### config.mk
export PLATFORM = sky130hd
export DESIGN_NAME = rram_pulse_seq
export DESIGN_NICKNAME = d
export VERILOG_FILES = /design/src/rtl/rram_pulse_pkg.sv /design/src/rtl/rram_req_fifo.sv /design/src/rtl/rram_pulse_seq.sv
export SDC_FILE = /design/constraint.sdc
export NUM_CORES = 1
export LEC_CHECK = 0
export BUFFER_PORTS_ARGS = -buffer_cell sky130_fd_sc_hd__buf_2
export CAP_MARGIN = 5
export CORE_MARGIN = 8
export CORE_UTILIZATION = 29
export DETAILED_ROUTE_END_ITERATION = 10
export PLACE_DENSITY = 0.58
export SLEW_MARGIN = 5
export SYNTH_ARGS = -nofsm -noshare
export SYNTH_HDL_FRONTEND = slang
export SYNTH_SLANG_ARGS = --single-unit
export TNS_END_PERCENT = 5
### constraint.sdc
create_clock -name clk -period 5.4 [get_ports clk]
set_input_delay 0.81 -clock clk [delete_from_list [all_inputs] [get_ports clk]]
set_output_delay 0.81 -clock clk [all_outputs]
set_load 0.005 [all_outputs]
### src/rtl/rram_pulse_pkg.sv
// Shared types for the RRAM pulse sequencer: opcodes, FSM states and the
// queued request bundle.
package rram_pulse_pkg;

  localparam int RP_WORD_SIZE  = 48;
  localparam int RP_ADDR_BITS  = 16;
  localparam int RP_BSL_BITS   = 5;
  localparam int RP_WL_BITS    = 8;
  localparam int RP_PW_BITS    = 8;
  localparam int RP_SETUP_BITS = 4;
  localparam int RP_TMO_BITS   = 8;

  typedef enum logic [1:0] {
    OP_WRITE  = 2'd0,
    OP_READ   = 2'd1,
    OP_CPULSE = 2'd2,
    OP_RSVD   = 2'd3
  } op_e;

  typedef enum logic [2:0] {
    S_IDLE,
    S_SETUP,
    S_PULSE,
    S_SENSE,
    S_CP_BL,
    S_CP_GAP,
    S_CP_WL,
    S_DONE
  } state_e;

  typedef struct packed {
    op_e                      op;
    logic                     set_rst;
    logic [RP_ADDR_BITS-1:0]  addr;
    logic [RP_WORD_SIZE-1:0]  di;
    logic [RP_BSL_BITS-1:0]   bsl;
    logic [RP_WL_BITS-1:0]    wl;
    logic [RP_PW_BITS-1:0]    pw;
    logic [RP_SETUP_BITS-1:0] setup;
  } req_t;

  function automatic int cnt_width(input int a, input int b, input int c);
    int m;
    m = (a > b) ? a : b;
    return (m > c) ? m : c;
  endfunction

endpackage

### src/rtl/rram_req_fifo.sv
// Request queue: NCH-deep FIFO of req_t; simultaneous push and pop are
// accepted even when full.
import rram_pulse_pkg::*;

module rram_req_fifo #(
  parameter int NCH = 2
) (
  input  logic clk,
  input  logic rst,
  input  logic push,
  input  req_t wdata,
  input  logic pop,
  output req_t rdata,
  output logic full,
  output logic empty
);

  localparam int AW = (NCH > 1) ? $clog2(NCH) : 1;
  localparam int CNTW = $clog2(NCH + 1);
  localparam logic [AW-1:0] LAST = AW'(NCH - 1);

  req_t            mem_q [NCH];
  logic [AW-1:0]   wp_q, wp_d;
  logic [AW-1:0]   rp_q, rp_d;
  logic [CNTW-1:0] cnt_q, cnt_d;
  logic            do_push, do_pop;

  assign full    = (cnt_q == CNTW'(NCH));
  assign empty   = (cnt_q == '0);
  assign do_pop  = pop && !empty;
  assign do_push = push && (!full || do_pop);
  assign rdata   = mem_q[rp_q];

  always_comb begin
    wp_d  = wp_q;
    rp_d  = rp_q;
    if (do_push) wp_d = (wp_q == LAST) ? '0 : wp_q + 1'b1;
    if (do_pop)  rp_d = (rp_q == LAST) ? '0 : rp_q + 1'b1;
    cnt_d = cnt_q + CNTW'(do_push) - CNTW'(do_pop);
  end

  always_ff @(posedge clk or posedge rst) begin
    if (rst) begin
      wp_q  <= '0;
      rp_q  <= '0;
      cnt_q <= '0;
    end else begin
      wp_q  <= wp_d;
      rp_q  <= rp_d;
      cnt_q <= cnt_d;
    end
  end

  always_ff @(posedge clk) begin
    if (do_push) mem_q[wp_q] <= wdata;
  end

endmodule

### src/rtl/rram_pulse_seq.sv
// RRAM pulse sequencer: pops queued write/read/charge-pulse requests and
// plays each one out as a cycle-exact analog control waveform.
import rram_pulse_pkg::*;

module rram_pulse_seq #(
  parameter int WORD_SIZE  = RP_WORD_SIZE,
  parameter int ADDR_BITS  = RP_ADDR_BITS,
  parameter int BSL_BITS   = RP_BSL_BITS,
  parameter int WL_BITS    = RP_WL_BITS,
  parameter int PW_BITS    = RP_PW_BITS,
  parameter int SETUP_BITS = RP_SETUP_BITS,
  parameter int TMO_BITS   = RP_TMO_BITS,
  parameter int NCH        = 2
) (
  input  logic                  clk,
  input  logic                  rst,
  input  logic                  req_valid,
  output logic                  req_ready,
  input  logic [1:0]            req_op,
  input  logic                  req_set_rst,
  input  logic [ADDR_BITS-1:0]  req_addr,
  input  logic [WORD_SIZE-1:0]  req_di,
  input  logic [BSL_BITS-1:0]   req_bsl,
  input  logic [WL_BITS-1:0]    req_wl,
  input  logic [PW_BITS-1:0]    req_pw,
  input  logic [SETUP_BITS-1:0] req_setup,
  input  logic                  all_dacs_on,
  input  logic                  sa_rdy,
  input  logic [WORD_SIZE-1:0]  sa_do,
  output logic                  bl_en,
  output logic                  sl_en,
  output logic                  wl_en,
  output logic                  we,
  output logic                  aclk,
  output logic                  sa_en,
  output logic                  bsl_dac_en,
  output logic                  wl_dac_en,
  output logic                  bleed_en,
  output logic                  read_dac_en,
  output logic                  set_rst,
  output logic [WORD_SIZE-1:0]  di,
  output logic [ADDR_BITS-1:0]  rram_addr,
  output logic [BSL_BITS-1:0]   bsl_dac_config,
  output logic [WL_BITS-1:0]    wl_dac_config,
  output logic                  rsp_valid,
  output logic [1:0]            rsp_op,
  output logic [WORD_SIZE-1:0]  rsp_data,
  output logic                  rsp_timeout
);

  localparam int CW = cnt_width(PW_BITS, SETUP_BITS, TMO_BITS);
  localparam logic [CW-1:0] TMO_LAST = CW'((1 << TMO_BITS) - 2);

  req_t                 in_req, head, cur_q, cur_d;
  logic                 full, empty, push, pop;
  state_e               state_q, state_d;
  logic [CW-1:0]        cnt_q, cnt_d;
  logic [WORD_SIZE-1:0] rdata_q, rdata_d;
  logic                 tmo_q, tmo_d;
  logic                 run_q;

  function automatic logic [CW-1:0] pw_m1(input logic [PW_BITS-1:0] pw);
    return (pw == '0) ? '0 : CW'(pw - 1'b1);
  endfunction

  always_comb begin
    in_req         = '0;
    in_req.op      = op_e'(req_op);
    in_req.set_rst = req_set_rst;
    in_req.addr    = req_addr;
    in_req.di      = req_di;
    in_req.bsl     = req_bsl;
    in_req.wl      = req_wl;
    in_req.pw      = req_pw;
    in_req.setup   = req_setup;
  end

  assign req_ready = !full;
  assign push      = req_valid && req_ready;

  rram_req_fifo #(.NCH(NCH)) u_fifo (
    .clk   (clk),
    .rst   (rst),
    .push  (push),
    .wdata (in_req),
    .pop   (pop),
    .rdata (head),
    .full  (full),
    .empty (empty)
  );

  always_comb begin
    state_d = state_q;
    cnt_d   = cnt_q;
    cur_d   = cur_q;
    rdata_d = rdata_q;
    tmo_d   = tmo_q;
    pop     = 1'b0;
    unique case (state_q)
      S_IDLE: begin
        if (!empty) begin
          pop     = 1'b1;
          cur_d   = head;
          rdata_d = '0;
          tmo_d   = 1'b0;
          unique case (head.op)
            OP_WRITE, OP_READ: begin
              cnt_d   = CW'(head.setup);
              state_d = S_SETUP;
            end
            OP_CPULSE: begin
              cnt_d   = pw_m1(head.pw);
              state_d = S_CP_BL;
            end
            default: state_d = S_IDLE;
          endcase
        end
      end
      S_SETUP: begin
        if (cnt_q != '0) begin
          cnt_d = cnt_q - 1'b1;
        end else if (cur_q.op == OP_WRITE) begin
          cnt_d   = pw_m1(cur_q.pw);
          state_d = S_PULSE;
        end else begin
          cnt_d   = TMO_LAST;
          state_d = S_SENSE;
        end
      end
      S_PULSE, S_CP_WL: begin
        if (cnt_q != '0) cnt_d = cnt_q - 1'b1;
        else             state_d = S_DONE;
      end
      // sense data wins over a timeout landing on the same cycle
      S_SENSE: begin
        if (sa_rdy) begin
          rdata_d = sa_do;
          state_d = S_DONE;
        end else if (cnt_q == '0) begin
          rdata_d = '0;
          tmo_d   = 1'b1;
          state_d = S_DONE;
        end else begin
          cnt_d = cnt_q - 1'b1;
        end
      end
      S_CP_BL: begin
        if (cnt_q != '0) cnt_d = cnt_q - 1'b1;
        else             state_d = S_CP_GAP;
      end
      S_CP_GAP: begin
        cnt_d   = pw_m1(cur_q.pw);
        state_d = S_CP_WL;
      end
      S_DONE:  state_d = S_IDLE;
      default: state_d = S_IDLE;
    endcase
  end

  always_ff @(posedge clk or posedge rst) begin
    if (rst) begin
      state_q <= S_IDLE;
      cnt_q   <= '0;
      cur_q   <= '0;
      rdata_q <= '0;
      tmo_q   <= 1'b0;
      run_q   <= 1'b0;
    end else begin
      state_q <= state_d;
      cnt_q   <= cnt_d;
      cur_q   <= cur_d;
      rdata_q <= rdata_d;
      tmo_q   <= tmo_d;
      run_q   <= 1'b1;
    end
  end

  always_comb begin
    bl_en       = 1'b0;
    sl_en       = 1'b0;
    wl_en       = 1'b0;
    we          = 1'b0;
    aclk        = 1'b0;
    sa_en       = 1'b0;
    bsl_dac_en  = 1'b0;
    wl_dac_en   = 1'b0;
    bleed_en    = 1'b0;
    read_dac_en = 1'b0;
    unique case (state_q)
      S_SETUP, S_PULSE, S_SENSE: begin
        bl_en = 1'b1;
        sl_en = 1'b1;
        wl_en = 1'b1;
        if (cur_q.op == OP_WRITE) begin
          bsl_dac_en = 1'b1;
          wl_dac_en  = 1'b1;
        end else begin
          bleed_en    = 1'b1;
          read_dac_en = 1'b1;
        end
        we    = (state_q == S_PULSE);
        aclk  = (state_q == S_PULSE);
        sa_en = (state_q == S_SENSE);
      end
      S_CP_BL: begin
        bl_en = 1'b1;
        sl_en = 1'b1;
        we    = 1'b1;
      end
      S_CP_GAP: begin
        sl_en = 1'b1;
        we    = 1'b1;
      end
      S_CP_WL: begin
        sl_en = 1'b1;
        wl_en = 1'b1;
        we    = 1'b1;
      end
      default: ;
    endcase
    // run_q is low through reset, so the override never leaks into it
    if (all_dacs_on && run_q) begin
      bsl_dac_en  = 1'b1;
      wl_dac_en   = 1'b1;
      bleed_en    = 1'b1;
      read_dac_en = 1'b1;
    end
  end

  assign set_rst        = cur_q.set_rst;
  assign di             = cur_q.di;
  assign rram_addr      = cur_q.addr;
  assign bsl_dac_config = cur_q.bsl;
  assign wl_dac_config  = cur_q.wl;
  assign rsp_valid      = (state_q == S_DONE);
  assign rsp_op         = cur_q.op;
  assign rsp_data       = rdata_q;
  assign rsp_timeout    = tmo_q;

endmodule

Yosys cells after proc, flatten, opt, wreduce, memory -nomap -nowiden
Memory sizes are Yosys's and may differ from the RTL's.
Index checks and enable logic that the tools add are counted.
{"block": "op_classes", "add_sub_neg": 7, "bitwise_logic": 1, "div_mod_pow": 0, "mul": 0, "shifts": 0, "n_mux": 45, "n_lt_le_gt_ge": 0, "eq_ne": 20, "n_reduce_logical": 30}
{"op": "2-to-1 mux 48 bit", "count": 3}
{"op": "case mux 48 bit (2 select lines)", "count": 1}
{"op": "2-to-1 mux 8 bit", "count": 8}
{"op": "case mux 8 bit (5 select lines)", "count": 1}
{"op": "zero test 8 bit", "count": 3}
{"op": "subtractor 8 x 1 -> 8 bit, second input constant", "count": 3}
{"op": "2-to-1 mux 1 bit", "count": 21}
{"op": "case mux 3 bit (7 select lines)", "count": 1}
{"op": "2-to-1 mux 3 bit", "count": 6}
{"op": "case mux 8 bit (2 select lines)", "count": 1}
{"op": "inequality test 2 bit, second input constant", "count": 7}
{"op": "== test 3 bit, second input constant", "count": 4}
{"op": "OR reduction 3 bit", "count": 3}
{"op": "nonzero test 8 bit", "count": 1}
{"op": "OR reduction 4 bit", "count": 2}
{"op": "== test 3 x 2 -> 1 bit, second input constant", "count": 2}
{"op": "zero test 2 bit", "count": 3}
{"op": "case mux 3 bit (2 select lines)", "count": 1}
{"op": "AND reduction 6 bit", "count": 1}
{"op": "OR reduction 6 bit", "count": 1}
{"op": "AND reduction 5 bit", "count": 1}
{"op": "nonzero test 5 bit", "count": 1}
{"op": "== test 2 bit, second input constant", "count": 2}
{"op": "logical AND 1 bit", "count": 4}
{"op": "18 further kinds", "count": 22}
{"block": "totals", "n_memories": 1, "word_cells": 119, "mem_bits_rw": 184, "out_inout_bits": 141, "ff_bits": 153, "latchBits": 0, "in_bits": 145, "rom_bits": 0}
{"memory": "u_fifo.mem_q", "depth": 2, "width": 92, "read_ports": 1, "rd_ports_with_merged_regs": 0, "write_ports": 1, "line": "rram_req_fifo.sv:22", "rtl": "req_t mem_q [NCH];"}

Logic depth before layout (Yosys ltp)
{"block": "depth", "depth_word": 8, "ltp_mapped": 11, "ltp_nobuf": 8}

Hierarchy
A second synthesis with hierarchy kept.
{"block": "hier_totals", "cells_unflattened": 899, "hier_area_um2": 14288.7}
{"module": "rram_req_fifo", "area_each_um2": 7154.4, "n_inst": 1, "cells_per_inst": 311, "seq_area_each_um2": 5625.4}
{"module": "rram_pulse_seq", "area_each_um2": 7134.3, "n_inst": 1, "cells_per_inst": 588, "seq_area_each_um2": 3728.6}

Worst setup path after synthesis
OpenSTA, ideal clock, no wires.
{"block": "synth_path", "path_type": "input port to flip-flop", "startpoint": "input req_valid", "endpoint": "memory u_fifo.mem_q[0][0] (netlist bit), enable pin", "setup_time_ns": 0.543, "stages": 2, "n_path_buf": 0, "setup_slack_ns": 0.126, "arrival_ns": 4.731, "t_required_ns": 4.857, "path_cell_list": "nand2_1 > nor2_1"}
{"block": "synth_via", "elab_chain_cells": 4}
{"element": "start: declaration", "line": "rram_pulse_seq.sv:17", "rtl": "input logic req_valid,"}
{"element": "logical AND 1 bit", "line": "rram_pulse_seq.sv:79", "rtl": "assign push = req_valid && req_ready;"}
{"element": "logical AND 1 bit", "line": "rram_req_fifo.sv:31", "rtl": "assign do_push = push && (!full || do_pop);"}
{"element": "2-to-1 mux 1 bit", "line": "rram_req_fifo.sv:55", "rtl": "if (do_push) mem_q[wp_q] <= wdata;"}
{"element": "2-to-1 mux 1 bit (not written as such)", "line": "rram_req_fifo.sv:55"}
{"element": "end: declaration", "line": "rram_req_fifo.sv:22"}
No other way between the ends.

Final worst setup path
{"block": "layout_path", "startpoint": "register state_q[0]", "endpoint": "output sl_en"}
{"block": "layout_via", "elab_chain_cells": 3, "word_cells_on_any_way": 8, "cone_classes": "eq/ne: 6; mux: 1; reduce/logical: 1"}
{"element": "start: declaration", "line": "rram_pulse_seq.sv:56", "rtl": "state_e state_q, state_d;"}
{"element": "start signal: assignment", "line": "rram_pulse_seq.sv:169", "rtl": "state_q <= state_d;"}
{"element": "== test 3 x 2 -> 1 bit, or another cell as far along", "line": "rram_pulse_seq.sv:189", "rtl": "unique case (state_q)"}
{"element": "OR reduction 6 bit (no source line) *"}
{"element": "2-to-1 mux 1 bit *", "line": "rram_pulse_seq.sv:189"}
{"element": "end: declaration", "line": "rram_pulse_seq.sv:31", "rtl": "output logic sl_en,"}
Mark *: on every way between the ends. The rest lies on a longest branch, timed or not.

==> impl_metrics.py <==
metrics = {
    "run_status": {
        "outcome": "finished clean",
    },
    "placed_design": {
        "dpl_cell_area_mm2": 0.01527,
        "dpl.cell_count": 1794,
        "dp.final_hpwl_um": 21640,
        "gp_congestion": 0.8663,
        "io_buffers": 285,
    },
    "pwr": {
        "peakVddDrop_mv": 0.3170,
        "power_density_mw_per_mm2": 598.0,
        "p_leak_nw": 6.905,
    },
    "worst_setup_path": {
        "path_class": "register to output port",
        "critPathCapture": "sl_en",
        "critPathArrivalTime_ns": 2.30,
        "rr_startpoint": "u_fifo.rp_q",
        "end_kind": "output port",
        "cp-startpoint": "state_q[0]",
        "worstSetupStartpointType": "register",
        "r2r-end": "cnt_q[7]",
        "cp_max_fo": 23,
        "crit_required_ns": 4.59,
        "worst_r2r_path_depth": 5,
        "r2r_slack_ns": 2.41,
    },
    "layout": {
        "area_growth_pct": 20.15,
        "design_area_mm2": 0.01656,
        "diodes": 0,
        "drive_gt1_frac": 0.3038,
        "utilization": 0.3498,
        "final_cells": 1866,
        "final_nets": 1373,
    },
    "logic_synthesis": {
        "synth_area_leader_cell": "edfxtp_1",
        "synth_top_area_frac": 0.4008,
        "synthesis.nets": 1169,
        "yosysMostFrequentCell": "edfxtp_1",
        "avgSynthCellArea_um2": 13.57,
        "yosys_warnings": 0,
        "synth_common_cells": "edfxtp_1 (184), dfrtp_1 (153), nor2_1 (121), a21oi_1 (110), mux2i_1 (92)",
        "ys_ff_latch": 337,
        "synth_edf_count": 184,
        "synth.area.top_cells": "edfxtp_1 (40%), dfrtp_1 (28%), mux2i_1 (6.7%)",
        "synth_flop_cell": "edfxtp_1",
        "synthesis.area_mm2": 0.01379,
        "ys_async_sr_fraction": 0.4540,
        "ys_types": 60,
        "yosysSeqAreaShare": 0.6785,
        "netlist_instances": 1016,
    },
    "cts": {
        "cts_tree": "yes",
        "cts.path.max_buffers": 3,
        "hold_buffers": 0,
        "clock_tree.root_cell": "clkbuf_16",
        "cts_buffers": 39,
        "clk_latency_ns": 0.55,
        "clk_pin_slew_worst_paths_ns": 0.06,
        "cts_resized": 0,
        "clock-sinks": 337,
        "cts_setup_buffers": 0,
        "cts-htree-levels": 2,
    },
    "job": {
        "cap_viol_max_count": 0,
    },
    "routing": {
        "via_per_inst": 4.568,
        "ant_nets": 0,
        "num_vias": 8524,
        "wl_um": 32890,
        "drt_pass1_iterations": 5,
        "drt_iter0_drc": 437,
        "drc_errors": 0,
        "wl_per_cell_um": 17.63,
    },
    "floorplan": {
        "die_w_um": 234.0,
        "core-area_mm2": 0.04735,
        "start_util": 0.2912,
        "dieArea_mm2": 0.05477,
        "io_pins": 286,
        "placement_rows": 80,
        "die_h_um": 234.0,
    },
    "sta": {
        "grt_setup_unrepaired": "false",
        "hold_viol": 0,
        "hold_ws_ns": 0.3876,
        "min_period_over_period": 0.5754,
        "fin_worst_skew_ns": 0.02502,
        "timing.fmax_mhz": 321.8,
        "drv_slew": 0,
        "max_slew_margin": 0.2534,
        "period_needed_ns": 3.107,
        "tightest_slew_ns": 1.117,
        "tns_ns": 0,
        "setup_viol": 0,
    },
    "global_route": {
        "grt_pass1_wl_um": 49760,
        "grt.total_usage": 0.1159,
        "antenna_found_initial": 1,
        "overflow": 0,
        "grt_pass1_vias": 8796,
        "grt_max_degree": 104,
    },
    "worst_hold_path": {
        "min_path_type": "primary input to asynchronous set/reset pin",
    },
}
-- worst min path at each step --
stage	endpoint	depth (start not counted)	slack [ns]	start
2_1_floorplan	u_fifo.wp_q	1	0.46	u_fifo.wp_q
3_3_place_gp	rsp_data[26]	1	0.48	rsp_data[26]
3_5_place_dp	rsp_data[37]	1	0.48	rsp_data[37]
4_1_cts	rsp_data[34]	2	0.38	rst
5_1_grt	u_fifo.mem_q[0][28]	1	0.41	req_di[3]
6_report	rsp_data[34]	2	0.39	rst
-- stage by stage --
step / power, mW / setup slack [ns]
detailed placement: 7.367 / 2.420
finish: 9.905 / 2.293
global placement: 7.313 / 2.436
floorplan: 6.536 / 0.1256
global route: 10.58 / 2.168
CTS: 10.09 / 2.298
-- critical path, stage by stage (launching register included) --
cell and delay [ns]:
dfrtp_1 0.73, nor3_1 0.18, nor2_1 0.58, buf_2 0.24
-- area by class of cell --
class,instances,area [µm²]
clock buffers,47,1047
clock inverters,25,249.0
fillers,4612,30780
inverters,15,61.31
multi-input cells,535,3587
flip-flops and latches,337,9358
well taps,615,769.5
repair buffers,292,1491
-- cell usage in the layout (no fill, tap or decap), drive strengths merged, types with 3 or more instances in the layout --
| master | netlist | final |
|---|---|---|
| a211oi | 4 | 4 |
| a21o | 3 | 3 |
| a21oi | 110 | 110 |
| a221oi | 4 | 4 |
| a22o | 48 | 48 |
| a31oi | 3 | 3 |
| and3 | 3 | 3 |
| buf | 99 | 292 |
| bufinv | 0 | 4 |
| clkbuf | 30 | 47 |
| clkinv | 0 | 15 |
| clkinvlp | 0 | 3 |
| dfrtp | 153 | 153 |
| edfxtp | 184 | 184 |
| ha | 8 | 8 |
| inv | 15 | 18 |
| mux2 | 4 | 4 |
| mux2i | 92 | 92 |
| nand2 | 17 | 17 |
| nor2 | 121 | 121 |
| nor3 | 15 | 15 |
| nor3b | 9 | 9 |
| nor4 | 3 | 3 |
| nor4b | 5 | 5 |
| o2111ai | 3 | 3 |
| o21a | 3 | 3 |
| o21ai | 18 | 18 |
| o221ai | 3 | 3 |
| o31ai | 4 | 4 |
| or2 | 5 | 5 |
| or3 | 4 | 4 |
| xnor2 | 12 | 12 |
| xor2 | 8 | 8 |
-- cell families (layout without fill, tap and decap cells) --
family	Yosys count	in the layout	share of synthesized area
muxes	96	96	0.07007
adders and majority gates	8	8	0.007261
xor gates and xnor gates	20	20	0.01271
AOI/OAI and AO/OA	219	219	0.1027
and+or+nand+nor	191	191	0.06517
other	1	1	0.0002720
buffers and inverters	144	379	0.06335
DFF	337	337	0.6785
-- where the power goes --
part / total [mW] / leakage, nW / internal (mW) / switching [mW]
sequential: 4.28 / 3.50 / 3.65 / 0.630
combinational: 2.98 / 2.77 / 1.32 / 1.65
clock: 2.64 / 0.634 / 1.58 / 1.06
-- registers in the layout, indices dropped and copies added (netlist names) --
name,flops
u_fifo.mem_q,184
di,48
rsp_data,48
rram_addr,16
cnt_q,8
cur_q,8
wl_dac_config,8
bsl_dac_config,5
state_q,3
rsp_op,2
u_fifo.cnt_q,2
rsp_timeout,1
run_q,1
set_rst,1
u_fifo.rp_q,1
u_fifo.wp_q,1
-- metal layers --
| layer | GRT usage | up-vias | routed length (µm) |
|---|---|---|---|
| met5 | 0 | - | 13 |
| met4 | 0.04051 | 2 | 682 |
| met3 | 0.03290 | 51 | 2643 |
| met2 | 0.1811 | 306 | 14680 |
| met1 | 0.1529 | 4099 | 14870 |
| li1 | - | 4066 | - |
(Power assumes the default switching activity.)
